[src/rtl/botanic_pkg.sv]
// Shared types and default ROM map for the Pickin/Botanic ROM download path.
// The default sizes are also used where the core ROMs are instantiated.
package botanic_pkg;

  typedef enum logic [2:0] {IDLE, LOAD, HOLD, RUN, ERR} dl_state_t;
  typedef enum logic [1:0] {RGN_CPU = 2'd0, RGN_GFX = 2'd1, RGN_PROM = 2'd2} rgn_t;

  localparam int unsigned DEF_ADDR_W      = 17;
  localparam int unsigned DEF_CPU_BYTES   = 32'h0000_C000;
  localparam int unsigned DEF_GFX_BYTES   = 32'h0000_6000;
  localparam int unsigned DEF_PROM_BYTES  = 32'h0000_0040;
  localparam int unsigned DEF_HOLD_CYCLES = 4096;

endpackage

[src/rtl/rst_hold_timer.sv]
// Core-reset stretch timer: counts HOLD_CYCLES cycles while run is high and
// pulses done on the last one; start forces the count back to zero.
module rst_hold_timer #(
  parameter int unsigned HOLD_CYCLES = 4096
) (
  input  logic clk,
  input  logic rst_n,
  input  logic start,
  input  logic run,
  output logic done
);

  localparam int unsigned CNT_W = $clog2(HOLD_CYCLES + 1);
  localparam logic [CNT_W-1:0] LAST = CNT_W'(HOLD_CYCLES - 1);

  logic [CNT_W-1:0] hold_cnt;

  always_ff @(posedge clk or negedge rst_n) begin
    if (!rst_n) begin
      hold_cnt <= '0;
    end else if (start) begin
      hold_cnt <= '0;
    end else if (run && hold_cnt != LAST) begin
      hold_cnt <= hold_cnt + 1'b1;
    end
  end

  assign done = run && !start && (hold_cnt == LAST);

endmodule

[src/rtl/rom_download_ctrl.sv]
// ROM download controller: registers the hps_io byte stream, tags regions,
// verifies the byte count and owns the core reset.
module rom_download_ctrl
  import botanic_pkg::*;
#(
  parameter int unsigned ADDR_W      = DEF_ADDR_W,
  parameter int unsigned CPU_BYTES   = DEF_CPU_BYTES,
  parameter int unsigned GFX_BYTES   = DEF_GFX_BYTES,
  parameter int unsigned PROM_BYTES  = DEF_PROM_BYTES,
  parameter int unsigned HOLD_CYCLES = DEF_HOLD_CYCLES
) (
  input  logic              clk_sys,
  input  logic              reset_n,
  input  logic              ioctl_download,
  input  logic              ioctl_wr,
  input  logic [24:0]       ioctl_addr,
  input  logic [7:0]        ioctl_dout,
  input  logic              usr_reset,
  output logic [ADDR_W-1:0] dn_addr,
  output logic [7:0]        dn_data,
  output logic              dn_wr,
  output logic [1:0]        dn_rgn,
  output logic              core_reset,
  output logic              load_ok,
  output logic              load_err
);

  localparam int unsigned TOTAL = CPU_BYTES + GFX_BYTES + PROM_BYTES;
  localparam int unsigned PROM_BASE_I = CPU_BYTES + GFX_BYTES;
  localparam logic [24:0]     TOTAL_A   = TOTAL[24:0];
  localparam logic [24:0]     GFX_BASE  = CPU_BYTES[24:0];
  localparam logic [24:0]     PROM_BASE = PROM_BASE_I[24:0];
  localparam logic [ADDR_W:0] TOTAL_C   = TOTAL[ADDR_W:0];

  function automatic rgn_t rgn_of(input logic [24:0] a);
    if (a < GFX_BASE)  return RGN_CPU;
    if (a < PROM_BASE) return RGN_GFX;
    return RGN_PROM;
  endfunction

  // The counter sticks at all-ones so a runaway stream can never wrap back to TOTAL.
  function automatic logic [ADDR_W:0] sat_inc(input logic [ADDR_W:0] c);
    return (&c) ? c : c + 1'b1;
  endfunction

  dl_state_t         state, state_nxt;
  logic [ADDR_W:0]   byte_cnt, cnt_nxt;
  logic              ovf, ovf_nxt;
  logic              ok_nxt, err_nxt, wr_nxt, core_reset_nxt;
  logic [ADDR_W-1:0] addr_nxt;
  logic [7:0]        data_nxt;
  logic [1:0]        rgn_nxt;
  logic              go_load, timer_start, timer_done;

  rst_hold_timer #(.HOLD_CYCLES(HOLD_CYCLES)) u_hold (
    .clk   (clk_sys),
    .rst_n (reset_n),
    .start (timer_start),
    .run   (state == HOLD),
    .done  (timer_done)
  );

  always_comb begin
    state_nxt   = state;
    cnt_nxt     = byte_cnt;
    ovf_nxt     = ovf;
    ok_nxt      = load_ok;
    err_nxt     = load_err;
    wr_nxt      = 1'b0;
    addr_nxt    = dn_addr;
    data_nxt    = dn_data;
    rgn_nxt     = dn_rgn;
    go_load     = 1'b0;
    timer_start = 1'b0;
    unique case (state)
      IDLE: go_load = ioctl_download;
      LOAD: begin
        if (ioctl_wr) begin
          if (ioctl_addr < TOTAL_A) begin
            wr_nxt   = 1'b1;
            addr_nxt = ioctl_addr[ADDR_W-1:0];
            data_nxt = ioctl_dout;
            rgn_nxt  = rgn_of(ioctl_addr);
            cnt_nxt  = sat_inc(byte_cnt);
          end else begin
            ovf_nxt = 1'b1;
          end
        end
        // The size verdict includes a byte strobed on the same cycle the download drops.
        if (!ioctl_download) begin
          if (cnt_nxt == TOTAL_C && !ovf_nxt) begin
            ok_nxt      = 1'b1;
            state_nxt   = HOLD;
            timer_start = 1'b1;
          end else begin
            err_nxt   = 1'b1;
            state_nxt = ERR;
          end
        end
      end
      HOLD: begin
        if (ioctl_download)  go_load = 1'b1;
        else if (usr_reset)  timer_start = 1'b1;
        else if (timer_done) state_nxt = RUN;
      end
      RUN: begin
        if (ioctl_download) begin
          go_load = 1'b1;
        end else if (usr_reset) begin
          state_nxt   = HOLD;
          timer_start = 1'b1;
        end
      end
      ERR:     go_load = ioctl_download;
      default: state_nxt = IDLE;
    endcase
    if (go_load) begin
      state_nxt = LOAD;
      cnt_nxt   = '0;
      ovf_nxt   = 1'b0;
      ok_nxt    = 1'b0;
      err_nxt   = 1'b0;
    end
    core_reset_nxt = (state_nxt != RUN);
  end

  always_ff @(posedge clk_sys or negedge reset_n) begin
    if (!reset_n) begin
      state      <= IDLE;
      byte_cnt   <= '0;
      ovf        <= 1'b0;
      load_ok    <= 1'b0;
      load_err   <= 1'b0;
      core_reset <= 1'b1;
      dn_wr      <= 1'b0;
      dn_addr    <= '0;
      dn_data    <= '0;
      dn_rgn     <= '0;
    end else begin
      state      <= state_nxt;
      byte_cnt   <= cnt_nxt;
      ovf        <= ovf_nxt;
      load_ok    <= ok_nxt;
      load_err   <= err_nxt;
      core_reset <= core_reset_nxt;
      dn_wr      <= wr_nxt;
      dn_addr    <= addr_nxt;
      dn_data    <= data_nxt;
      dn_rgn     <= rgn_nxt;
    end
  end

endmodule

[config.mk]
export PLATFORM = sky130hd
export DESIGN_NAME = rom_download_ctrl
export DESIGN_NICKNAME = d
export VERILOG_FILES = /design/src/rtl/botanic_pkg.sv /design/src/rtl/rst_hold_timer.sv /design/src/rtl/rom_download_ctrl.sv
export SDC_FILE = /design/constraint.sdc
export NUM_CORES = 1
export LEC_CHECK = 0
export BUFFER_PORTS_ARGS = -buffer_cell sky130_fd_sc_hd__buf_2
export CAP_MARGIN = 20
export CORE_MARGIN = 3
export CORE_UTILIZATION = 35
export CTS_BUF_LIST = sky130_fd_sc_hd__clkbuf_8
export DETAILED_ROUTE_END_ITERATION = 10
export PLACE_DENSITY = 0.51
export SLEW_MARGIN = 20
export SYNTH_ARGS = -nofsm -noshare
export SYNTH_HDL_FRONTEND = slang
export SYNTH_SLANG_ARGS = --single-unit
[constraint.sdc]
create_clock -name clk_sys -period 4.1 [get_ports clk_sys]
set_clock_uncertainty 0.2 [all_clocks]
set_input_delay 0.615 -clock clk_sys [delete_from_list [all_inputs] [get_ports clk_sys]]
set_output_delay 0.615 -clock clk_sys [all_outputs]
set_load 0.05 [all_outputs]
## Word-level counts from Yosys, hierarchy flattened

Index checks and enable logic that the tools add are counted.

- Register bits: 66
- Output and inout bits: 31

- Multiplexer cells: 53
- Equality and inequality tests: 10
- Add/sub/neg operators: 2
- Reduce and logical (&&, ||, !) cells: 16
- $lt $le $gt $ge: 3

Operators by type and width:

| operator | number |
|---|---|
| $mux 18 | 6 |
| $lt 25x17->1 const B | 2 |
| $mux 1 | 30 |
| $mux 13 | 2 |
| $lt 25x16->1 const B | 1 |
| $mux 3 | 8 |
| $add 18x1->18 const B | 1 |
| $eq 18x17->1 const B | 1 |
| $reduce_and 18->1 | 1 |
| $add 13x1->13 const B | 1 |
| $eq 13x12->1 const B | 1 |
| $ne 13x12->1 const B | 1 |
| $pmux 3 s4 | 1 |
| $reduce_and 3->1 | 3 |
| $mux 2 | 4 |
| $eq 3x2->1 const B | 2 |
| $reduce_bool 2->1 | 3 |
| $logic_and 1x1->1 | 4 |
| $pmux 1 s2 | 2 |
| $reduce_or 2->1 | 2 |
| $eq 3x1->1 const B | 1 |
| $eq 3x3->1 const B | 1 |
| $logic_not 3->1 | 1 |
| $ne 3x2->1 const B | 1 |
| 3 further kinds | 4 |

## Longest topological paths before layout

Gate-level depths: netlist of run 1.

- Depth after elaboration: 19
- Mapped depth: 10
- Depth with buffers taken out: 9

## Modules after synthesis

Synthesis of run 1 repeated with hierarchy kept, for this count alone.

- Cell total of the unflattened synthesis: 358
- Area total of the unflattened synthesis: 3580.9 µm²

By module, submodules not included:

| module | area each (µm²) | cells each | seq. area each (µm²) | instances |
|---|---|---|---|---|
| rom_download_ctrl | 2895.3 | 290 | 1327.5 | 1 |
| rst_hold_timer | 685.7 | 68 | 325.3 | 1 |

## Least setup slack after synthesis of run 1

OpenSTA, ideal clock, no wires.

- Path type: input-to-reg
- Start: input ioctl_addr[9]
- End: register u_hold.hold_cnt[1]
- Path slack: 1042 ps
- Required time: 3758 ps
- Setup time: 142 ps
- Arrival time: 2715 ps
- Stages: 9
- Path through: nor4_2 > a2111oi_4 > nor4_1 > xor2_1 > nor4b_1 > nand4_1 > nor3_4 > buf_6 > nor3_2

- Longest elaborated chain between the ends: 10
- Elaborated cells between the ends (all ways): 15

RTL lines:

| item | line | RTL |
|---|---|---|
| start, declared | rom_download_ctrl.sv:16 | `input logic [24:0] ioctl_addr,` |
| $lt 25x17->1 (*) | rom_download_ctrl.sv:79 | `if (ioctl_addr < TOTAL_A) begin` |
| $mux 18 / $mux 1 (equally long branches) | rom_download_ctrl.sv:79 |  |
| $mux 18 / $mux 1 (equally long branches) | rom_download_ctrl.sv:78 | `if (ioctl_wr) begin` |
| $mux 18 / $mux 1 (equally long branches) | rom_download_ctrl.sv:75 | `unique case (state)` |
| $eq 18x17->1 / $logic_not 1->1 (equally long branches) | rom_download_ctrl.sv:91 | `if (cnt_nxt == TOTAL_C && !ovf_nxt) begin` |
| $logic_and 1x1->1 (*) | rom_download_ctrl.sv:91 |  |
| $mux 1 (*) | rom_download_ctrl.sv:91 |  |
| $mux 1 (*) | rom_download_ctrl.sv:90 | `if (!ioctl_download) begin` |
| $pmux 1 s2 (*) | rom_download_ctrl.sv:75 |  |
| $mux 13 / $reduce_bool 2->1 (equally long branches) | -- |  |
| end signal, assigned | rst_hold_timer.sv:24 | `hold_cnt <= hold_cnt + 1'b1;` |
| end, declared | rst_hold_timer.sv:16 | `logic [CNT_W-1:0] hold_cnt;` |

Mark *: on every way between the ends. The rest lies on a longest branch, timed or not. The select of a mux whose other input is x is not followed.
A chain may end at the register's enable or synchronous reset.

## Worst setup path in the final report of run 1

- Start: register byte_cnt[3]
- End: register u_hold.hold_cnt[10]

- Longest elaborated chain between the ends: 11
- Elaborated cells between the ends (all ways): 13

RTL lines:

| item | line | RTL |
|---|---|---|
| start, declared | rom_download_ctrl.sv:47 | `logic [ADDR_W:0] byte_cnt, cnt_nxt;` |
| start signal, assigned | rom_download_ctrl.sv:141 | `byte_cnt <= cnt_nxt;` |
| $add 18x1->18 / $reduce_and 18->1 (equally long branches) | rom_download_ctrl.sv:43 | `return (&c) ? c : c + 1'b1;` |
| $mux 18 | rom_download_ctrl.sv:43 |  |
| $mux 18 | rom_download_ctrl.sv:79 |  |
| $mux 18 (*) | rom_download_ctrl.sv:78 |  |
| $mux 18 (*) | rom_download_ctrl.sv:75 |  |
| $eq 18x17->1 (*) | rom_download_ctrl.sv:91 |  |
| $logic_and 1x1->1 (*) | rom_download_ctrl.sv:91 |  |
| $mux 1 (*) | rom_download_ctrl.sv:91 |  |
| $mux 1 (*) | rom_download_ctrl.sv:90 |  |
| $pmux 1 s2 (*) | rom_download_ctrl.sv:75 |  |
| $mux 13 / $reduce_bool 2->1 (equally long branches) | -- |  |

Marked as above.

==> results of run 1 <==
## cell usage after synthesis, types with 2 or more instances
master,n
xor2_1,10
nand2b_1,7
nand4_4,2
and2_1,3
inv_1,4
a22o_1,3
nor3b_1,3
mux2i_1,4
ha_1,2
buf_6,2
nand4_1,14
and4_1,3
a21oi_1,9
clkbuf_1,7
dfrtp_1,65
xnor2_1,6
nor4_4,3
buf_4,2
nand2_1,115
nor3_2,10
o21ai_0,26
nor4_1,7
nand3_1,15
or3_1,2
nor2_1,17
buf_1,2
or2_2,2
o31ai_1,5
a31oi_1,5
nor3_1,7
nor2b_1,2
nor4b_1,2
and3_1,8
## sequential cells by signal, summed over array words and instances (netlist names)
signal and flops:
byte_cnt 18, state 3, dn_addr 17, dn_rgn 2, load_err 1, u_hold.hold_cnt 13, ovf 1, dn_wr 1
load_ok 1, core_reset 1, dn_data 8
## worst max-delay path, cell delays in order, from the launching register on
cell and delay [ps]:
dfrtp_1 550, nand4_4 200, or3_1 510, nor4_1 450
xor2_1 140, nor4b_1 420, nand4_1 270, nor3_4 220
buf_4 250, nor3b_1 80
## layout make-up
type                       count  area (sq um)  share of cell area [%]
multi-input combinational    318          1904                   43.79
tap                          133         166.4                   3.826
sequential                    66          1653                   38.00
timing repair buffer          73         380.4                   8.746
clock inverter                 6         88.84                   2.043
clock buffer                  10         137.6                   3.165
inverter                       5         18.77                  0.4315
## logic make-up after synthesis
family                     Yosys count
adders and majority gates            2
xor gates and xnor gates            16
DFF                                 66
AOI/OAI and AO/OA                   61
and+or+nand+nor                    234
muxes                                5
buffers and inverters               19
## routing by layer
metal / wire [um] / vias to the layer above / GRT usage [%]
li1: - / 1571 / -
met3: 499 / 16 / 4.119
met2: 4090 / 78 / 27.00
met5: 0 / - / 0
met4: 163 / 0 / 5.861
met1: 4443 / 1449 / 22.65
## stage by stage
| stage | total power [W] | area (sq um) | cells | hold slack, ps |
|---|---|---|---|---|
| 2_1_floorplan | 0.0007907 | 3652 | 403 | 119.4 |
| 6_report | 0.001497 | 4349 | 611 | 51.15 |
| 4_1_cts | 0.001521 | 4347 | 611 | 237.2 |
| 5_1_grt | 0.001567 | 4349 | 611 | 81.86 |
| 3_3_place_gp | 0.0008725 | 4120 | 595 | 252.8 |
| 3_5_place_dp | 0.0008717 | 4120 | 595 | 257.7 |
## final timing paths
kind | start | endpoint | slack, ps | depth (start not counted)
worst max-delay path | byte_cnt[3] | u_hold.hold_cnt[10] | 640 | 9
worst min-delay path | reset_n | dn_data[7] | 50 | 1
worst max register to register | byte_cnt[3] | u_hold.hold_cnt[10] | 640 | 9
worst min register to register | dn_addr[13] | dn_addr[13] | 270 | 2
max in group asynchronous | reset_n | core_reset | 2860 | 2
min in group clk_sys | ioctl_dout[3] | dn_data[3] | 260 | 3
## placed cells by master, fill, tap and decap left out, types with 3 or more instances in the layout
master / count
mux2i_1: 4
nor4_4: 3
o31ai_1: 5
nand2b_1: 7
nor4_1: 7
xor2_1: 10
nand2_1: 115
a22o_1: 3
buf_4: 6
buf_2: 67
dfrtp_1: 65
o21ai_0: 26
and3_1: 8
a31oi_1: 5
xnor2_1: 6
nor3_2: 10
and4_1: 3
nand4_1: 14
nor3b_1: 3
a21oi_1: 9
nor3_1: 7
nand3_1: 15
clkbuf_8: 10
inv_1: 4
and2_1: 3
nor2_1: 17
## report_power, final
part           switching, W  internal, W  leakage, nW
logic              0.000131    0.0000488        0.987
registers         0.0000108     0.000667        0.850
clock network      0.000279     0.000360        0.109
total              0.000422      0.00108         1.95
==> metrics.md, run 1 <==
| Metric | Value |
|---|---|
| Status | completed |
| Utilization after layout | 43.69% |
| GRT Util Overall | 16.97% |
| Layout area overhead | 19.08% |
| Setup Viol. Count Final | 0 |
| Flops & latches, synth | 66 |
| Final Max Tran Viols | 0 |
| Post-route DRC violation count | 0 |
| Period minus WS final | 3455 ps |
| CTS tree | done |
| Ys flop type | dfrtp_1 |
| Synth async-reset ratio | 100.0% |
| Cell Area, Synth | 3652 sq um |
| Starting density of the core | 36.69% |
| Yosys top cell area share | 44.54% |
| Hold buffer count at cts | 0 |
| Post-synth EDFFs | 0 |
| Critical path class | reg2reg |
| PwrDens | 344.3 nW/um^2 |
| Post-synthesis mux area share | 1.405% |
| Nets@finish | 513 |
| Cell taking the most area after synthesis | dfrtp_1 |
| Max VDD drop | 0.1801 mV |
| Total Wirelength | 9.197 mm |
| Crit Path Max Fanout | 13 |
| DR vias/cell | 5.097 |
| Synth Area in Adders | 0.6852% |
| Antenna violations before repair | 0 |
| HP Class | in2async |
| Worst Max-Slew Pin Slew | 691.8 ps |
| Final period util | 84.27% |
| Die Width | 108.2 um |
| Largest net degree at the start of global routing | 44 |
| Clock-pin slew on the worst setup and hold paths | 90 ps |
| Filler instances | 1,019 |
| Vias | 3,114 |
| Synth Area in XOR/XNOR | 3.837% |
| Die Y | 108.2 um |
| Syn_nets | 443 |
| WL per Instance | 15.05 um |
| Max Cap Violations | 0 |
| First-pass GRT wire length | 15.63 mm |
| Setup WS post-layout | 644.9 ps |
| Clock sink count | 66 |
| Worst slew margin | 53.88% |
| Largest family of logic cells by synthesized area | simple AND/OR/NAND/NOR gates |
| Initial DRC Count | 224 |
| Leak Pwr | 1.946 nW |
| Clock Tree Buf Depth | 2 |
| Row count | 36 |
| CP endpoint kind | flop |
| Post-DRT Antenna Nets | 0 |
| RSZ-0062 raised after global routing | false |
| Crit path DAT | 3450 ps |
| Root Driver | clkbuf_8 |
| Inserted Clock Buffers | 9 |
| Dpl ws | 450.0 ps |
| Worst-Skew Late Latency | 350 ps |
| Synth Warn # | 0 |
| Post-synthesis average cell area | 9.063 sq um |
| Setup crit start kind | flop |
| TritonRoute pass-1 iters | 4 |
| Fin Setup TNS | 0 ps |
| Synth Instances | 403 |
| Top post-synthesis cells by area | dfrtp_1, nand2_1, o21ai_0 |
| Gp weighted congestion | 0.8812 |
| Area of the core | 9955 sq um |
| Required @ worst endpoint | 4100 ps |
| DP Wirelength | 6.530 mm |
| Die Area | 11,700 sq um |
| Complex-gate fraction of the synthesized area | 11.10% |
| Setup repair bufs after CTS | 0 |
| Hold Fails Final Rpt | 0 |
| IO Port Bufs | 68 |
| Total gr overflow | 0 |
| Post-CTS resize count | 0 |
| Simple-gate portion of the synthesized area | 35.11% |
| H-tree level count | 3 |
| Ant diodes | 0 |
| Post-synthesis sequential area ratio | 45.26% |
| Vias in the first global route | 3,106 |
| Yosys cell types | 62 |
| Fmax | 0.2894 GHz |
| IO Count | 69 |
| Share of cells above drive strength 1 | 25.31% |
Note: power is estimated with default switching activity, not from simulation.
==> run 2, diff against run 1 <==
--- a/config.mk
+++ b/config.mk
@@ -5,13 +5,14 @@
 export SDC_FILE = /design/constraint.sdc
 export NUM_CORES = 1
 export LEC_CHECK = 0
+export ABC_AREA = 1
 export BUFFER_PORTS_ARGS = -buffer_cell sky130_fd_sc_hd__buf_2
 export CAP_MARGIN = 20
 export CORE_MARGIN = 3
 export CORE_UTILIZATION = 35
 export CTS_BUF_LIST = sky130_fd_sc_hd__clkbuf_8
 export DETAILED_ROUTE_END_ITERATION = 10
-export PLACE_DENSITY = 0.51
+export PLACE_DENSITY = 0.53
 export SLEW_MARGIN = 20
 export SYNTH_ARGS = -nofsm -noshare
 export SYNTH_HDL_FRONTEND = slang
==> constraint.sdc (replaced) <==
create_clock -name clk_sys -period 3.1 [get_ports clk_sys]
set_clock_uncertainty 0.2 [all_clocks]
set_input_delay 0.465 -clock clk_sys [delete_from_list [all_inputs] [get_ports clk_sys]]
set_output_delay 0.465 -clock clk_sys [all_outputs]
set_load 0.05 [all_outputs]
==> metrics.md, run 2 <==
| Metric | Value |
|---|---|
| Die Area | 11,810 sq um (was 11,700 sq um) |
| Flops & latches, synth | 66 (unchanged) |
| RSZ-0062 raised after global routing | false (unchanged) |
| IO Port Bufs | 68 (unchanged) |
| Crit path DAT | 2860 ps (was 3450 ps) |
| Max Cap Violations | 0 (unchanged) |
| First-pass GRT wire length | 16.15 mm (was 15.63 mm) |
| Antenna violations before repair | 0 (unchanged) |
| Top flop regs | byte_cnt x18, dn_addr x17, u_hold.hold_cnt x13 (unchanged) |
| Count leader, synth | nand2_1 (unchanged) |
| Synth Warn # | 0 (unchanged) |
| CTS tree | done (unchanged) |
| Worst Reg-to-Reg Cells | 17 (was 9) |
| Commonest non-fill, non-tap cell in the layout | nand2_1 (unchanged) |
| Top post-synthesis cells by area | dfrtp_1, nand2_1, inv_1 (was dfrtp_1, nand2_1, o21ai_0) |
| Clock sink count | 66 (unchanged) |
| Worst slew margin | 35.80% (was 53.88%) |
| Layout area overhead | 19.50% (was 19.08%) |
| Vias | 3,454 (was 3,114) |
| Worst reg2reg setup slack | 280 ps (was 640 ps) |
| Die Width | 108.7 um (was 108.2 um) |
| Min-Delay Path Depth | 3 |
| Worst-Skew Late Latency | 350 ps (about the same) |
| Nets@finish | 625 (was 513) |
| Final period util | 90.86% (was 84.27%) |
| Period minus WS final | 2817 ps (was 3455 ps) |
| Area of the core | 10000 sq um (was 9955 sq um) |
| Critical path class | reg2reg (unchanged) |
| Required @ worst endpoint | 3140 ps (was 4100 ps) |
| Row count | 36 (unchanged) |
| Max reg flops | 18 (unchanged) |
| Final Max Tran Viols | 0 (unchanged) |
| Syn_nets | 550 (was 443) |
| Min Hold Slack | 111.3 ps (was 51.15 ps) |
| Max VDD drop | 0.2716 mV (was 0.1801 mV) |
| HP Class | in2reg (was in2async) |
| Worst Max-Slew Pin Slew | 962.0 ps (was 691.8 ps) |
| Gp weighted congestion | 0.8790 (was 0.8812) |
| Ant diodes | 0 (unchanged) |
| Vias in the first global route | 3,367 (was 3,106) |
| Fin Setup TNS | 0 ps (unchanged) |
| PwrDens | 569.9 nW/um^2 (was 344.3 nW/um^2) |
| Post-synthesis sequential area ratio | 44.79% (was 45.26%) |
| Total Wirelength | 9.655 mm (was 9.197 mm) |
| Post-synth top cells | nand2_1, dfrtp_1, inv_1, nor2_1, nand3_1 (was nand2_1, dfrtp_1, o21ai_0, nor2_1, nand3_1) |
| Cell Area, Synth | 3690 sq um (was 3652 sq um) |
| Die Y | 108.7 um (was 108.2 um) |
| Synth Instances | 510 (was 403) |
| Yosys top cell area share | 44.08% (was 44.54%) |
| Root Driver | clkbuf_8 (unchanged) |
| Total power draw | 0.002513 W (was 0.001497 W) |
| Crit path cell chain | ha_1 -> nand2_1 -> nor2_2 -> nand2_2 -> clkinv_1 -> nand3_1 -> nand3_2 -> o21ai_0 -> nand2_1 -> inv_1 -> nand2_1 -> nor2_1 -> nand2_1 -> nor2_2 -> nand3_2 -> nand2_8 -> nor2_1 (was nand4_4 -> or3_1 -> nor4_1 -> xor2_1 -> nor4b_1 -> nand4_1 -> nor3_4 -> buf_4 -> nor3b_1) |
| Clock-pin slew on the worst setup and hold paths | 80 ps (was 90 ps) |
| GRT Util Overall | 17.34% (was 16.97%) |
| Fmax | 0.3550 GHz (was 0.2894 GHz) |
| Initial DRC Count | 222 (was 224) |
| TritonRoute pass-1 iters | 4 (unchanged) |
| Inserted Clock Buffers | 9 (unchanged) |
| DR vias/cell | 4.777 (was 5.097) |
| CP top delay family | simple AND/OR/NAND/NOR gates (unchanged) |
| Post-synthesis average cell area | 7.235 sq um (was 9.063 sq um) |
| IO Count | 69 (unchanged) |
| Top reg by flops | byte_cnt (unchanged) |
| H-tree level count | 3 (unchanged) |
| WL per Instance | 13.35 um (was 15.05 um) |
| Crit Reg-Reg Endpoint | u_hold.hold_cnt[1] (was u_hold.hold_cnt[10]) |
| Crit Path Max Fanout | 13 (unchanged) |
| Final non-filler cell total | 723 (was 611) |
| Cell at the slowest stage of the critical path | dfrtp_1 (unchanged) |
| Share of cells above drive strength 1 | 19.66% (was 25.31%) |
| Most used cell, CP | nand2_1 |
| Post-synth EDFFs | 0 (unchanged) |
| Post-route DRC violation count | 0 (unchanged) |
| Largest net degree at the start of global routing | 42 (was 44) |
| Clock Tree Buf Depth | 2 (unchanged) |
| Setup Viol. Count Final | 0 (unchanged) |
| Placed inst area | 4189 sq um (was 4120 sq um) |
| Total gr overflow | 0 (unchanged) |
| Starting density of the core | 36.90% (was 36.69%) |
| Placed cell count | 706 (was 595) |
| Setup crit start kind | flop (unchanged) |
| CP endpoint kind | flop (unchanged) |
| HP Start | ioctl_addr[0] |
| Leak Pwr | 2.338 nW (was 1.946 nW) |
| CP max stage delay | 420 ps (was 550 ps) |
| Synth async-reset ratio | 100.0% (unchanged) |
| Yosys cell types | 32 (was 62) |
| Hold Fails Final Rpt | 0 (unchanged) |
| Post-DRT Antenna Nets | 0 (unchanged) |
| Reg2reg start | byte_cnt[0] (was byte_cnt[3]) |
| Min-Delay Endpoint | dn_addr[0] |
| DP Wirelength | 7.049 mm (was 6.530 mm) |
| Leading cell types in the layout, fill and taps excluded | nand2_1, buf_2, dfrtp_1, nor2_1, inv_1 (was nand2_1, buf_2, dfrtp_1, o21ai_0, nor2_1) |
| Ys flop type | dfrtp_1 (unchanged) |
| Critical path depth | 17 (was 9) |
| Design area | 4409 sq um (was 4349 sq um) |
| Cell taking the most area after synthesis | dfrtp_1 (unchanged) |
| CP Buf/Inv Count | 2 (was 1) |
| Status | completed (unchanged) |
[run 2: changes by cell type in the layout (fill, tap and decap cells not counted), sizes merged, moves of 7 or more]
cell / delta
nor2: +55
nor4: -11
nor3: -8
nand3: +16
o22ai: +9
nand2b: -7
nand2: +69
and3: -8
inv: +54
[run 2: how the worst max path moves through the flow]
stage                     slack, ps                  to      startpoint
after floorplan                 700  u_hold.hold_cnt[5]     byte_cnt[0]
after CTS                       230  u_hold.hold_cnt[1]     byte_cnt[0]
after global placement          180  u_hold.hold_cnt[1]  ioctl_addr[21]
final                           280  u_hold.hold_cnt[1]     byte_cnt[0]
after detailed placement        160  u_hold.hold_cnt[1]  ioctl_addr[23]
after global routing              4  u_hold.hold_cnt[1]     byte_cnt[0]
[run 2: through the flow]
stage               utilization (%)  setup WS (ps)
finish                        44.09          283.2
global route                  44.09          4.349
detailed placement            41.89          155.4
floorplan                         -          695.3
CTS                           44.01          226.3
global placement              41.89          184.8
[run 2: what timing repair did]
| action | 4_1_cts | 5_1_grt |
|---|---|---|
| endpoints found under the hold margin | 25 | 0 |
| buffers inserted | 0 | 0 |
| endpoints found under the setup margin | 0 | 4 |
| resized for setup | 0 | 1 |
| hold buffers | 1 | 0 |
[run 2: cell families (layout without fill, tap and decap cells)]
logic type / after synthesis / in the layout / synth area share [%]
and+or+nand+nor: 312 / 312 / 36.76
adders and majority gates: 2 / 2 / 0.6781
DFF: 66 / 66 / 44.79
buffers and inverters: 71 / 151 / 7.867
muxes: 1 / 1 / 0.2713
AOI/OAI and AO/OA: 47 / 47 / 7.020
xor gates and xnor gates: 11 / 11 / 2.611
[run 2: area by class of cell]
class	count	area, sq um
Fill cell	1061	5590
Multi-Input combinational cell	373	1755
Inverter	60	225.2
Timing Repair Buffer	75	407.9
Tap cell	133	166.4
Clock inverter	7	77.57
Sequential cell	66	1653
Clock buffer	9	123.9
[run 2: worst reg2reg max path: stages, from the launching register on]
cell and delay (ps):
dfrtp_1 420, ha_1 240, nand2_1 90, nor2_2 50, nand2_2 150, clkinv_1 100, nand3_1 200, nand3_2 140
o21ai_0 170, nand2_1 90, inv_1 90, nand2_1 50, nor2_1 130, nand2_1 80, nor2_2 90, nand3_2 160
nand2_8 190, nor2_1 70
[run 2: layer usage]
| layer | part of all wire, % | global-route usage [%] | vias up | routed length (um) |
|---|---|---|---|---|
| met1 | 46 | 22.76 | 1616 | 4468 |
| met5 | 0 | 0 | - | 0 |
| met3 | 5.3 | 4.144 | 8 | 515 |
| li1 | - | - | 1763 | - |
| met2 | 47 | 28.73 | 67 | 4564 |
| met4 | 1.1 | 4.599 | 0 | 106 |
[run 2: power by group]
part	switching, W	internal (W)
clock	0.000372	0.000378
sequential	0.0000949	0.000981
combinational	0.000447	0.000239
==> run 3, diff against run 2 <==
--- a/config.mk
+++ b/config.mk
@@ -12,6 +12,7 @@
 export CORE_UTILIZATION = 35
 export CTS_BUF_LIST = sky130_fd_sc_hd__clkbuf_8
 export DETAILED_ROUTE_END_ITERATION = 10
+export MAX_ROUTING_LAYER = met4
 export PLACE_DENSITY = 0.53
 export SLEW_MARGIN = 20
 export SYNTH_ARGS = -nofsm -noshare
==> metrics.md, run 3 (synthesis results as in run 2) <==
| Metric | Value |
|---|---|
| Status | completed (unchanged) |
| HP Start | ioctl_addr[2] (was ioctl_addr[0]) |
| Die Area | 11,810 sq um (unchanged) |
| Hold Fails Final Rpt | 0 (unchanged) |
| Total Wirelength | 9.474 mm (was 9.655 mm) |
| Post-route DRC violation count | 0 (unchanged) |
| Met1 Usage GRT | 21.66% (was 22.76%) |
| Inserted Clock Buffers | 9 (unchanged) |
| Critical path class | reg2reg (unchanged) |
| Post-DRT Antenna Nets | 0 (unchanged) |
| Row count | 36 (unchanged) |
| H-tree level count | 3 (unchanged) |
| Dpl ws | 204.3 ps (was 155.4 ps) |
| Worst slew margin | 38.58% (was 35.80%) |
| GR peak layer | met2 (unchanged) |
| DP Wirelength | 7.056 mm (was 7.049 mm) |
| Fmax | 0.3594 GHz (was 0.3550 GHz) |
| HP Class | in2reg (unchanged) |
| PwrDens | 571.5 nW/um^2 (was 569.9 nW/um^2) |
| Worst-Skew Late Latency | 340 ps (was 350 ps) |
| Met2 usage | 28.20% (was 28.73%) |
| Leading cell types in the layout, fill and taps excluded | nand2_1, buf_2, dfrtp_1, inv_1, nor2_1 (was nand2_1, buf_2, dfrtp_1, nor2_1, inv_1) |
| Top flop regs | byte_cnt x18, dn_addr x17, u_hold.hold_cnt x13 (unchanged) |
| Initial DRC Count | 134 (was 222) |
| Fin Setup TNS | 0 ps (unchanged) |
| Clock sink count | 66 (unchanged) |
| Worst Max-Slew Pin Slew | 920.2 ps (was 962.0 ps) |
| Area of the core | 10000 sq um (unchanged) |
| Max Cap Violations | 0 (unchanged) |
| Reg2reg start | byte_cnt[1] (was byte_cnt[0]) |
| Clock Tree Buf Depth | 2 (unchanged) |
| Starting density of the core | 36.90% (unchanged) |
| Setup Viol. Count Final | 0 (unchanged) |
| TritonRoute pass-1 iters | 4 (unchanged) |
| Met3 Usage GRT | 3.493% (was 4.144%) |
| Total gr overflow | 0 (unchanged) |
| Max reg flops | 18 (unchanged) |
| Setup crit start kind | flop (unchanged) |
| Nets@finish | 631 (was 625) |
| CTS tree | done (unchanged) |
| Crit Path Max Fanout | 7 (was 13) |
| Leak Pwr | 2.379 nW (was 2.338 nW) |
| Final Max Tran Viols | 0 (unchanged) |
| Die Width | 108.7 um (unchanged) |
| DR vias/cell | 4.711 (was 4.777) |
| IO Count | 69 (unchanged) |
| Required @ worst endpoint | 3130 ps (was 3140 ps) |
| RSZ-0062 raised after global routing | false (unchanged) |
| Crit path DAT | 2820 ps (was 2860 ps) |
| Worst Setup SP | byte_cnt[1] (was byte_cnt[0]) |
| Largest net degree at the start of global routing | 33 (was 42) |
| Vias | 3,434 (was 3,454) |
| First-pass GRT wire length | 15.87 mm (was 16.15 mm) |
| IO Port Bufs | 68 (unchanged) |
| Min Hold Slack | 120.8 ps (was 111.3 ps) |
| Die Y | 108.7 um (unchanged) |
| WL per Instance | 13.00 um (was 13.35 um) |
| Share of cells above drive strength 1 | 20.47% (was 19.66%) |
| Root Driver | clkbuf_8 (unchanged) |
| Final period util | 89.75% (was 90.86%) |
| Vias in the first global route | 3,457 (was 3,367) |
| GRT Util Overall | 17.47% (was 17.34%) |
| Worst Reg-to-Reg Cells | 16 (was 17) |
| CP endpoint kind | flop (unchanged) |
| Setup WS post-layout | 317.8 ps (was 283.2 ps) |
| Gp weighted congestion | 0.8702 (was 0.8790) |
| Ant diodes | 0 (unchanged) |
| Layout area overhead | 21.60% (was 19.50%) |
| Min-Delay Path Depth | 3 (unchanged) |
| Clock-pin slew on the worst setup and hold paths | 80 ps (about the same) |
| Antenna violations before repair | 0 (unchanged) |
| Commonest non-fill, non-tap cell in the layout | nand2_1 (unchanged) |
| Top reg by flops | byte_cnt (unchanged) |
| Period minus WS final | 2782 ps (was 2817 ps) |
| Max VDD drop | 0.2274 mV (was 0.2716 mV) |
## run 3: path summary, 6_finish.rpt
check / to / slack, ps
hold reg to reg: dn_data[0] / 270
min in group asynchronous: dn_addr[4] / 370
max in group asynchronous: core_reset / 1600
setup / recovery: u_hold.hold_cnt[1] / 320
setup reg to reg: u_hold.hold_cnt[1] / 320
hold / removal: dn_addr[2] / 120
## run 3: what timing repair did
| action | CTS | global route |
|---|---|---|
| endpoints found under the setup margin | 0 | 13 |
| resized for setup | 0 | 5 |
| hold buffers | 1 | 0 |
| endpoints found under the hold margin | 16 | 0 |
| setup buffers | 0 | 4 |
## run 3: where the power goes
| group | leakage [nW] | internal, W | switching, W |
|---|---|---|---|
| Combinational | 1.41 | 0.000239 | 0.000449 |
| Clock | 0.115 | 0.000453 | 0.000350 |
| Sequential | 0.853 | 0.000981 | 0.0000922 |
| Total | 2.38 | 0.00167 | 0.000891 |
## run 3: metal layers
layer	vias up	wire length (um)	part of all wire (%)
met2	63	4437	47
li1	1775	-	-
met4	0	216	2.3
met3	15	385	4.1
met1	1581	4435	47
met5	-	0	0
## run 3: worst max-delay path, cell delays in order (launching register included)
cell      delay [ps]
dfrtp_1          380
ha_2             200
nand2_1           90
nor2_4           130
nand2_2          130
clkinv_1          80
nand3_1          180
o21ai_1          240
nor2_1            70
nor2_1           170
nand2_1           80
nor2_1           120
nand2_1           80
nor2_2           130
nand3_4          180
nand2_8          160
nor2_1            60
## run 3: layout make-up
type                    count  area, sq um
inverters                  60        225.2
repair buffers             80        432.9
well taps                 133        166.4
clock inverters             7        95.09
fillers                  1056         5513
flip-flops and latches     66         1653
clock buffers               9        123.9
multi-input cells         374         1790
## run 3: per-stage QoR
step                      cells  total power, W  utilization, %  cell area, sq um
after detailed placement    707        0.001777           41.84              4184
after global placement      707        0.001769           41.84              4184
after global routing        729        0.002742           44.87              4487
after CTS                   724        0.002599           44.13              4413
after floorplan             510        0.001564               -              3690
final                       729        0.002564           44.87              4487
